### config.mk
export PLATFORM = sky130hd
export DESIGN_NAME = cache_l1_ctrl
export DESIGN_NICKNAME = d
export VERILOG_FILES = /design/src/rtl/cache_l1_ctrl.sv
export SDC_FILE = /design/constraint.sdc
export NUM_CORES = 1
export LEC_CHECK = 0
export ABC_AREA = 0
export CAP_MARGIN = 20
export CELL_PAD_IN_SITES_DETAIL_PLACEMENT = 0
export CELL_PAD_IN_SITES_GLOBAL_PLACEMENT = 1
export CORE_MARGIN = 5
export CORE_UTILIZATION = 37
export DETAILED_ROUTE_END_ITERATION = 8
export PLACE_DENSITY_LB_ADDON = 0.1
export SKIP_CTS_REPAIR_TIMING = 1
export SYNTH_ARGS = -nofsm -noshare
export SYNTH_HDL_FRONTEND = slang
export SYNTH_SLANG_ARGS = --single-unit
### constraint.sdc
create_clock -name clk -period 3.1 [get_ports clk]
set_input_delay 0.62 -clock clk [delete_from_list [all_inputs] [get_ports clk]]
set_output_delay 0.62 -clock clk [all_outputs]
set_load 0.01 [all_outputs]
### src/rtl/cache_l1_ctrl.sv
// cache_l1_ctrl: sequences one CPU access at a time through a 2-way
// write-through L1 and the L2 behind it.
// Read misses are refilled from L2. Every write goes to L2, and a write that
// hits in L1 also updates L1. Saturating hit/miss counters are kept.
module cache_l1_ctrl #(
  parameter int ADDR_W     = 7,
  parameter int DATA_W     = 16,
  parameter int L2_TIMEOUT = 15,
  parameter int CNT_W      = 16
) (
  input  logic              clk,
  input  logic              reset,
  // CPU side
  input  logic              cpu_req,
  input  logic              cpu_wren,
  input  logic [ADDR_W-1:0] cpu_addr,
  input  logic [DATA_W-1:0] cpu_wdata,
  output logic              cpu_ready,
  output logic              cpu_done,
  output logic [DATA_W-1:0] cpu_rdata,
  output logic              cpu_hit,
  output logic              cpu_err,
  // L1 side
  output logic [ADDR_W-1:0] l1_addr,
  output logic              l1_wren,
  output logic [DATA_W-1:0] l1_data,
  output logic              l1_fill,
  input  logic              l1_hit,
  input  logic [DATA_W-1:0] l1_q,
  // L2 side
  output logic              l2_req,
  output logic              l2_wren,
  output logic [ADDR_W-1:0] l2_addr,
  output logic [DATA_W-1:0] l2_wdata,
  input  logic              l2_ack,
  input  logic [DATA_W-1:0] l2_rdata,
  // statistics
  input  logic              stats_clr,
  output logic [CNT_W-1:0]  hit_count,
  output logic [CNT_W-1:0]  miss_count
);

  // The timeout counter only has to count up to L2_TIMEOUT-1.
  localparam int TO_W = (L2_TIMEOUT < 2) ? 1 : $clog2(L2_TIMEOUT);
  localparam logic [TO_W-1:0] TO_LAST = TO_W'(L2_TIMEOUT - 1);

  typedef enum logic [2:0] {
    S_IDLE,
    S_LOOKUP,
    S_CHECK,
    S_L1_WR,
    S_L2_ACC,
    S_FILL,
    S_RESP
  } state_t;

  state_t              state_q, state_d;
  logic [ADDR_W-1:0]   addr_q, addr_d;
  logic                wren_q, wren_d;
  logic [DATA_W-1:0]   wdata_q, wdata_d;
  logic [DATA_W-1:0]   rdata_q, rdata_d;
  logic                hit_q, hit_d;
  logic                err_q, err_d;
  logic [TO_W-1:0]     tcnt_q, tcnt_d;
  logic [CNT_W-1:0]    hit_cnt_q, hit_cnt_d;
  logic [CNT_W-1:0]    miss_cnt_q, miss_cnt_d;
  logic                hit_inc, miss_inc;

  // State, latched request and statistics registers.
  always_ff @(posedge clk or negedge reset) begin
    if (!reset) begin
      state_q    <= S_IDLE;
      addr_q     <= '0;
      wren_q     <= 1'b0;
      wdata_q    <= '0;
      rdata_q    <= '0;
      hit_q      <= 1'b0;
      err_q      <= 1'b0;
      tcnt_q     <= '0;
      hit_cnt_q  <= '0;
      miss_cnt_q <= '0;
    end else begin
      state_q    <= state_d;
      addr_q     <= addr_d;
      wren_q     <= wren_d;
      wdata_q    <= wdata_d;
      rdata_q    <= rdata_d;
      hit_q      <= hit_d;
      err_q      <= err_d;
      tcnt_q     <= tcnt_d;
      hit_cnt_q  <= hit_cnt_d;
      miss_cnt_q <= miss_cnt_d;
    end
  end

  // Next-state logic: request latching, hit/miss decision, L2 wait and timeout.
  always_comb begin
    state_d  = state_q;
    addr_d   = addr_q;
    wren_d   = wren_q;
    wdata_d  = wdata_q;
    rdata_d  = rdata_q;
    hit_d    = hit_q;
    err_d    = err_q;
    tcnt_d   = tcnt_q;
    hit_inc  = 1'b0;
    miss_inc = 1'b0;
    unique case (state_q)
      S_IDLE: begin
        if (cpu_req) begin
          addr_d  = cpu_addr;
          wren_d  = cpu_wren;
          wdata_d = cpu_wdata;
          rdata_d = '0;
          hit_d   = 1'b0;
          err_d   = 1'b0;
          state_d = S_LOOKUP;
        end
      end
      S_LOOKUP: state_d = S_CHECK;
      S_CHECK: begin
        if (l1_hit) begin
          hit_d   = 1'b1;
          hit_inc = 1'b1;
          if (wren_q) begin
            state_d = S_L1_WR;
          end else begin
            rdata_d = l1_q;
            state_d = S_RESP;
          end
        end else begin
          miss_inc = 1'b1;
          tcnt_d   = '0;
          state_d  = S_L2_ACC;
        end
      end
      S_L1_WR: begin
        tcnt_d  = '0;
        state_d = S_L2_ACC;
      end
      S_L2_ACC: begin
        if (l2_ack) begin
          if (wren_q) begin
            state_d = S_RESP;
          end else begin
            rdata_d = l2_rdata;
            state_d = S_FILL;
          end
        end else if (tcnt_q == TO_LAST) begin
          // L2 never answered: report an error and skip the refill.
          err_d   = 1'b1;
          state_d = S_RESP;
        end else begin
          tcnt_d = tcnt_q + 1'b1;
        end
      end
      S_FILL: state_d = S_RESP;
      S_RESP: begin
        hit_d   = 1'b0;
        err_d   = 1'b0;
        state_d = S_IDLE;
      end
      default: state_d = S_IDLE;
    endcase
  end

  // Saturating statistics; a clear takes priority over a same-cycle increment.
  always_comb begin
    hit_cnt_d  = hit_cnt_q;
    miss_cnt_d = miss_cnt_q;
    if (stats_clr) begin
      hit_cnt_d  = '0;
      miss_cnt_d = '0;
    end else begin
      if (hit_inc && (hit_cnt_q != '1)) begin
        hit_cnt_d = hit_cnt_q + 1'b1;
      end
      if (miss_inc && (miss_cnt_q != '1)) begin
        miss_cnt_d = miss_cnt_q + 1'b1;
      end
    end
  end

  // Output decode: every strobe and bus is zero outside the states that own it.
  always_comb begin
    cpu_ready = 1'b0;
    cpu_done  = 1'b0;
    cpu_rdata = '0;
    cpu_hit   = 1'b0;
    cpu_err   = 1'b0;
    l1_addr   = '0;
    l1_wren   = 1'b0;
    l1_data   = '0;
    l1_fill   = 1'b0;
    l2_req    = 1'b0;
    l2_wren   = 1'b0;
    l2_addr   = '0;
    l2_wdata  = '0;
    unique case (state_q)
      S_IDLE:   cpu_ready = 1'b1;
      S_LOOKUP: l1_addr   = addr_q;
      S_L1_WR: begin
        l1_addr = addr_q;
        l1_wren = 1'b1;
        l1_data = wdata_q;
      end
      S_L2_ACC: begin
        l2_req   = 1'b1;
        l2_wren  = wren_q;
        l2_addr  = addr_q;
        l2_wdata = wdata_q;
      end
      S_FILL: begin
        l1_addr = addr_q;
        l1_wren = 1'b1;
        l1_fill = 1'b1;
        l1_data = rdata_q;
      end
      S_RESP: begin
        cpu_done  = 1'b1;
        cpu_rdata = wren_q ? '0 : rdata_q;
        cpu_hit   = hit_q;
        cpu_err   = err_q;
      end
      default: ;
    endcase
  end

  assign hit_count  = hit_cnt_q;
  assign miss_count = miss_cnt_q;

endmodule

==> results of run 1 <==
[Yosys cell counts, types with 2 or more instances]
cell,instances
nor2b_1,19
o21ai_0,3
nor2_1,29
a22o_1,35
and2_1,49
buf_4,5
o21bai_1,2
nand2b_1,4
a21oi_1,19
nor3b_1,2
or4_1,3
clkbuf_1,19
mux2_2,16
and3_1,11
ha_1,4
nand3_2,2
nand3b_1,4
nor3_1,3
nand2_1,17
a31oi_1,3
o31ai_1,4
and4_1,5
nand4_1,7
a311oi_1,3
nand3_1,8
or2_1,2
dfrtp_1,81
a21o_1,4
mux2_1,41
o21ai_1,3
inv_1,11
a211oi_1,6
mux2i_1,3
o41ai_1,3
nor4_1,2
buf_2,7
[per-layer routing]
metal	wire length [microns]	global-route usage	up-vias
met3	1248	0.06725	16
met1	6127	0.2411	2054
met2	7038	0.3184	147
met4	254	0.07128	0
met5	0	0	-
li1	-	-	2003
[stage by stage]
stage,hold slack [ps],worst slack (ps),power [mW]
2_1_floorplan,324.4,853.3,2.556
3_3_place_gp,477.9,442.6,3.403
3_5_place_dp,490.4,410.2,3.435
4_1_cts,311.9,136.0,4.715
5_1_grt,336.6,74.39,4.933
6_report,299.1,174.8,4.653
[logic make-up after synthesis]
group | count (synthesis)
buf+inv | 43
fa+ha+maj | 4
xor+xnor | 1
simple gates | 178
mux | 60
flops | 81
compound gates | 95
[report_power, final]
group          leakage (nW)  internal [mW]  switching (mW)
Combinational          1.70           1.00           0.813
Clock                 0.172          0.805           0.442
Sequential             1.06           1.32           0.268
[flip-flops by register name (all words and copies together) (netlist names)]
register	count
hit_count	16
miss_count	16
rdata_q	16
wdata_q	16
addr_q	7
tcnt_q	4
state_q	3
err_q	1
hit_q	1
wren_q	1
[cell type report]
type	count	area (sq um)
Fill cell	1140	5674
Tap cell	172	215.2
Timing Repair Buffer	181	1777
Clock buffer	10	239.0
Multi-Input combinational cell	338	2539
Sequential cell	81	2029
Inverter	11	41.29
Clock inverter	6	105.1
[path summary, 6_finish.rpt]
path | to | depth (start not counted) | slack (ps)
setup / recovery | l2_wdata[5] | 4 | 170
min in group clk | addr_q[3]$_DFFE_PN0P_ | 1 | 500
hold / removal | miss_count[15]$_DFFE_PN0P_ | 1 | 300
max in group asynchronous | wdata_q[14]$_DFFE_PN0P_ | 2 | 2090
setup reg to reg | addr_q[0]$_DFFE_PN0P_ | 5 | 880
hold reg to reg | addr_q[3]$_DFFE_PN0P_ | 1 | 500
==> impl_metrics.csv, run 1 <==
group,metric,value,unit
yosys,netlist.top_cell.by_area,"dfrtp_1",
finish,stdcell_area,0.006945,sq mm
finish,fin_util,0.5504,
timing,relSlewSlack,0.5759,
clock_network,cts_tree,"done",
global_route,grt_max_degree,47,
timing,hold_viol,0,
timing,tns,0,ps
yosys,ys_seq_area_frac,0.4261,
critical_path,worstPathArrival,2310,ps
critical_path,cpLargestDelayFamily,"buffers and inverters",
critical_path,path_cells,"nor3b_2, buf_12, and2_1, clkdlybuf4s50_1",
global_route,antenna_found_initial,0,
route,first_pass_iters,4,
route,drt_wl_total,14.67,mm
timing,clock.fmax,0.3419,GHz
floorplan,std_cell_rows,41,
timing,setup_violations,0,
yosys,synth_adder_area_share,0.01052,
timing,tightestPinTransition,636.2,ps
clock_network,clock_path_buffers,2,
critical_path,slowest_stage,"clkdlybuf4s50_1",
worst_hold_path,hp-class,"input pin to asynchronous set/reset pin",
floorplan,die_area,0.01523,sq mm
finish,final_cell_mix,"162 x clkdlybuf4s50_1, 79 x dfrtp_1, 49 x and2_1",
yosys,synth_top_area_share,0.4261,
critical_path,r2r-start,"state_q[0]$_DFFE_PN0P_",
clock_network,cts_buffers,9,
route,drtIter0Drc,253,
placed_design,place_inst,783,
route,wl_per_cell,18.36,microns
global_route,grt_pass1_vias,4426,
clock_network,htreeDepth,3,
critical_path,startpoint,"state_q[0]$_DFFE_PN0P_",
critical_path,end_kind,"primary output",
critical_path,cp_slowest_stage_delay,570,ps
yosys,ys.warnings.count,0,
clock_network,clock-sinks,81,
yosys,synth_compound_area_frac,0.1489,
yosys,synthArstFlopShare,1.000,
yosys,yosys-top-cells-area,"dfrtp_1 43%, mux2_1 9.7%, a22o_1 6.4%",
timing,fin_crit_sh,0.9436,
clock_network,clkLatencyLatePin,340,ps
yosys,ys_ff_latch,81,
clock_network,path_clk_slew,60,ps
finish,layout.nets,688,
timing,grt_setup_unrepaired,"no",
critical_path,critPathLaunchType,"flip-flop",
pwr,leakage,2.931,nW
timing,min_period,2925,ps
finish,n_antenna_cell,0,
global_route,grt_pass1_wl,23.17,mm
placed_design,gp_congestion,0.8090,
pwr,p_per_area,670.0,mW/mm^2
yosys,postSynthAreaPerCell,10.30,sq um
yosys,synth_xor_area_frac,0.001841,
global_route,globalRouteTotalUtil,0.1959,
floorplan,ioPinCount,164,
job,maxCapViolCount,0,
floorplan,initial_core_util,0.3770,
run_status,outcome,"complete, no violations",
critical_path,cp_data_required_time,2480,ps
yosys,synth_top_family_by_area,"simple AND/OR/NAND/NOR gates",
yosys,yosys.cell_types.count,59,
finish,drive_gt1_frac,0.1005,
route,via_per_inst,5.282,
yosys,muxShareOfSynthArea,0.1412,
global_route,grt.overflow.total,0,
placed_design,io_buffers,163,
critical_path,worst-path-buf-inv,2,
finish,layout.cells.non_filler,799,
route,num_vias,4220,
route,drtAntennaViolNets,0,
pwr,vdd_drop_max,0.3971,mV
finish,final_common_cell,"clkdlybuf4s50_1",
yosys,netlist_area,0.004757,sq mm
floorplan,chipHeight,123.4,microns
placed_design,place_area,0.006599,sq mm
yosys,syn-instance-count,462,
yosys,synth-main-ff-cell,"dfrtp_1",
route,drc,0,
floorplan,die_w,123.4,microns
yosys,synth_edf_count,0,
timing,drv_slew,0,
clock_network,cts-root-buf,"clkbuf_16",
yosys,synth_simple_gate_area_frac,0.2301,
floorplan,core-area,0.01262,sq mm
yosys,syn_nets,528,
finish,layout-area-overhead-vs-synth,46.00,%
placed_design,hpwl,10.67,mm
critical_path,worstSetupPathType,"flip-flop to primary output",
timing,fin_skew,9.082,ps
critical_path,cp_max_fo,46,
Note: power is estimated with default switching activity, not from simulation.
==> inputs of run 2 (changes only) <==
--- a/config.mk
+++ b/config.mk
@@ -6,6 +6,7 @@
 export NUM_CORES = 1
 export LEC_CHECK = 0
 export ABC_AREA = 0
+export ABC_CLOCK_PERIOD_IN_PS = 3100
 export CAP_MARGIN = 20
 export CELL_PAD_IN_SITES_DETAIL_PLACEMENT = 0
 export CELL_PAD_IN_SITES_GLOBAL_PLACEMENT = 1
==> results of run 2 <==
The final DEF is identical to that of run 1; final timing and power are the same.
==> RTL edit (config.mk and constraints of run 2) <==
The 7 states of `state_t` get a Gray code encoding in 3 bits.
--- a/src/rtl/cache_l1_ctrl.sv
+++ b/src/rtl/cache_l1_ctrl.sv
@@ -45,13 +45,13 @@
   localparam logic [TO_W-1:0] TO_LAST = TO_W'(L2_TIMEOUT - 1);
 
   typedef enum logic [2:0] {
-    S_IDLE,
-    S_LOOKUP,
-    S_CHECK,
-    S_L1_WR,
-    S_L2_ACC,
-    S_FILL,
-    S_RESP
+    S_IDLE   = 3'b000,
+    S_LOOKUP = 3'b001,
+    S_CHECK  = 3'b011,
+    S_L1_WR  = 3'b010,
+    S_L2_ACC = 3'b110,
+    S_FILL   = 3'b111,
+    S_RESP   = 3'b101
   } state_t;
 
   state_t              state_q, state_d;
Check against the original RTL: same outputs for any inputs over 10 cycles, from zero or initial values and one cycle with reset low; not proved beyond that.
==> RTL edit against run 2 <==
  * Sequential power down 4%
  * Synthesized cell count down 3.7%
  * Routed wire length down 2.6%
  * First-iteration DRC count down 49%
  * Count of clock-buffer cells in the layout down 1
  * Area after synthesis down 3.8%
  * Final area down 2.8%
  * Worst setup slack better by 7.3 ps
  * Largest cell class unchanged
  * Sequential cell count unchanged
  * Power down 2.5%
  * Critical path depth unchanged
==> RTL edit: results (changes against run 2) <==
| Metric | Value |
|---|---|
| Synth Area in XOR/XNOR | 0.00383 (was 0.00184) |
| CP Max Fanout | 10 (was 46) |
| Largest net degree at the start of global routing | 42 (was 47) |
| Crit path DAT | 2300 ps |
| Drt pass-1 iters | 6 (was 4) |
| R2R depth | 4 (was 5) |
| Synth top area cells | dfrtp_1 (44%), mux2_2 (12%), a22o_1 (6.1%) (was dfrtp_1 (43%), mux2_1 (9.7%), a22o_1 (6.4%)) |
| Vias in the first global route | 4183 (was 4426) |
| Commonest cells post-synth | dfrtp_1 (81), mux2_2 (50), and2_1 (34) (was dfrtp_1 (81), and2_1 (49), mux2_1 (41)) |
| Max IR drop VDD | 0.000260 V (was 0.000397 V) |
| Ys Warns | 0 (unchanged) |
| FF-to-FF setup slack | 750 ps (was 880 ps) |
| Rel. slew slack | 0.331 (was 0.576) |
| H-tree levels | 3 (unchanged) |
| First-pass GRT wire length | 22500 µm (was 23200 µm) |
| R2R Path Start | state_q[0] (unchanged) |
| Pleak | 2.76 nW (was 2.93 nW) |
| Clock-pin slew on the worst setup and hold paths | roughly 70 ps |
| Global Route Usage Sum | 0.192 (was 0.196) |
| Multiplexer share of the synthesized area | 0.125 (was 0.141) |
| Initial DRC Count | 128 (was 253) |
| Reg2reg end | rdata_q[14] (was addr_q[0]) |
| Area share of fa/ha/maj cells after synthesis | 0.0109 (was 0.0105) |
| Hold Path Class | in -> async (unchanged) |
| Clk_lat worst skew | 340 ps (about the same) |
| IO buf count | 163 (unchanged) |
| # diodes | 0 (unchanged) |
| Gpl congestion | 0.823 (was 0.809) |
| Longest Clk Path Bufs | 2 (unchanged) |
| Post-synthesis compound-gate area fraction | 0.149 (about the same) |
| Share of layout cells above drive strength 1 | 0.146 (was 0.100) |
| End point of the critical path | l1_addr[0] (was l2_wdata[5]) |
| DR vias/cell | 5.35 (was 5.28) |
| Cell variety after synth | 54 (was 59) |
| Crit path launch | state_q[1] (was state_q[0]) |
| HPWL Detailed | 10400 µm (was 10700 µm) |
| Root Driver | clkbuf_16 (unchanged) |
| WL/cell | 18.4 µm (about the same) |
| Mapped Nets | 511 (was 528) |
| Initial antenna violation count | 0 (unchanged) |
| Sequential share of the synthesized area | 0.443 (was 0.426) |
| Nets | 669 (was 688) |
| Status | finished clean (unchanged) |
| Fin Clk Skew | 8.83 ps (was 9.08 ps) |
## RTL edit: cell types whose count changed after synthesis, moves of 9 or more
cell,before,now
or4_1,3,12
and2_1,49,34
o31ai_1,4,14
mux2_1,41,0
mux2_2,16,50
and3_1,11,21
nor2_1,29,15
## RTL edit: power breakdown
| group | leakage, nW | switching (mW) | internal (mW) |
|---|---|---|---|
| logic | 1.53 | 0.832 | 0.957 |
| clock network | 0.170 | 0.437 | 0.788 |
| registers | 1.07 | 0.219 | 1.30 |
## RTL edit: stage by stage
step	hold WS, ps	setup slack, ps	instances	cell area, µm²	total power [mW]
2_1_floorplan	324	914	445	4580	2.48
4_1_cts	293	201	776	6750	4.59
3_5_place_dp	463	422	760	6410	3.35
3_3_place_gp	455	480	760	6410	3.31
5_1_grt	322	95.2	776	6750	4.79
6_report	258	182	776	6750	4.53
## RTL edit: area by class of cell
class                      instances  area [µm²]
sequential                        81        2030
clock buffer                       9         225
clock inverter                     7         118
multi-input combinational        325        2390
timing repair buffer             178        1750
inverter                           8        30.0
fill                            1084        5310
tap                              168         210
## RTL edit: worst max-delay path: stages, from the launching register on
cell	delay (ps)
dfrtp_1	540
inv_1	210
o22ai_1	470
and2_1	200
clkdlybuf4s50_1	540
## RTL edit: cells by family after synthesis
group,count (synthesis)
adder cells (fa/ha/maj),4
buffers and inverters,39
AO/OA/AOI/OAI,95
AND/OR/NAND/NOR,173
flip-flops,81
XOR/XNOR,2
multiplexers,51
## RTL edit: layer usage
| metal | share of wire | GRT usage | vias up |
|---|---|---|---|
| li1 | - | - | 1985 |
| met1 | 0.44 | 0.245 | 2006 |
| met2 | 0.48 | 0.322 | 145 |
| met3 | 0.064 | 0.0410 | 19 |
| met4 | 0.017 | 0.0644 | 0 |
| met5 | 0 | 0 | - |
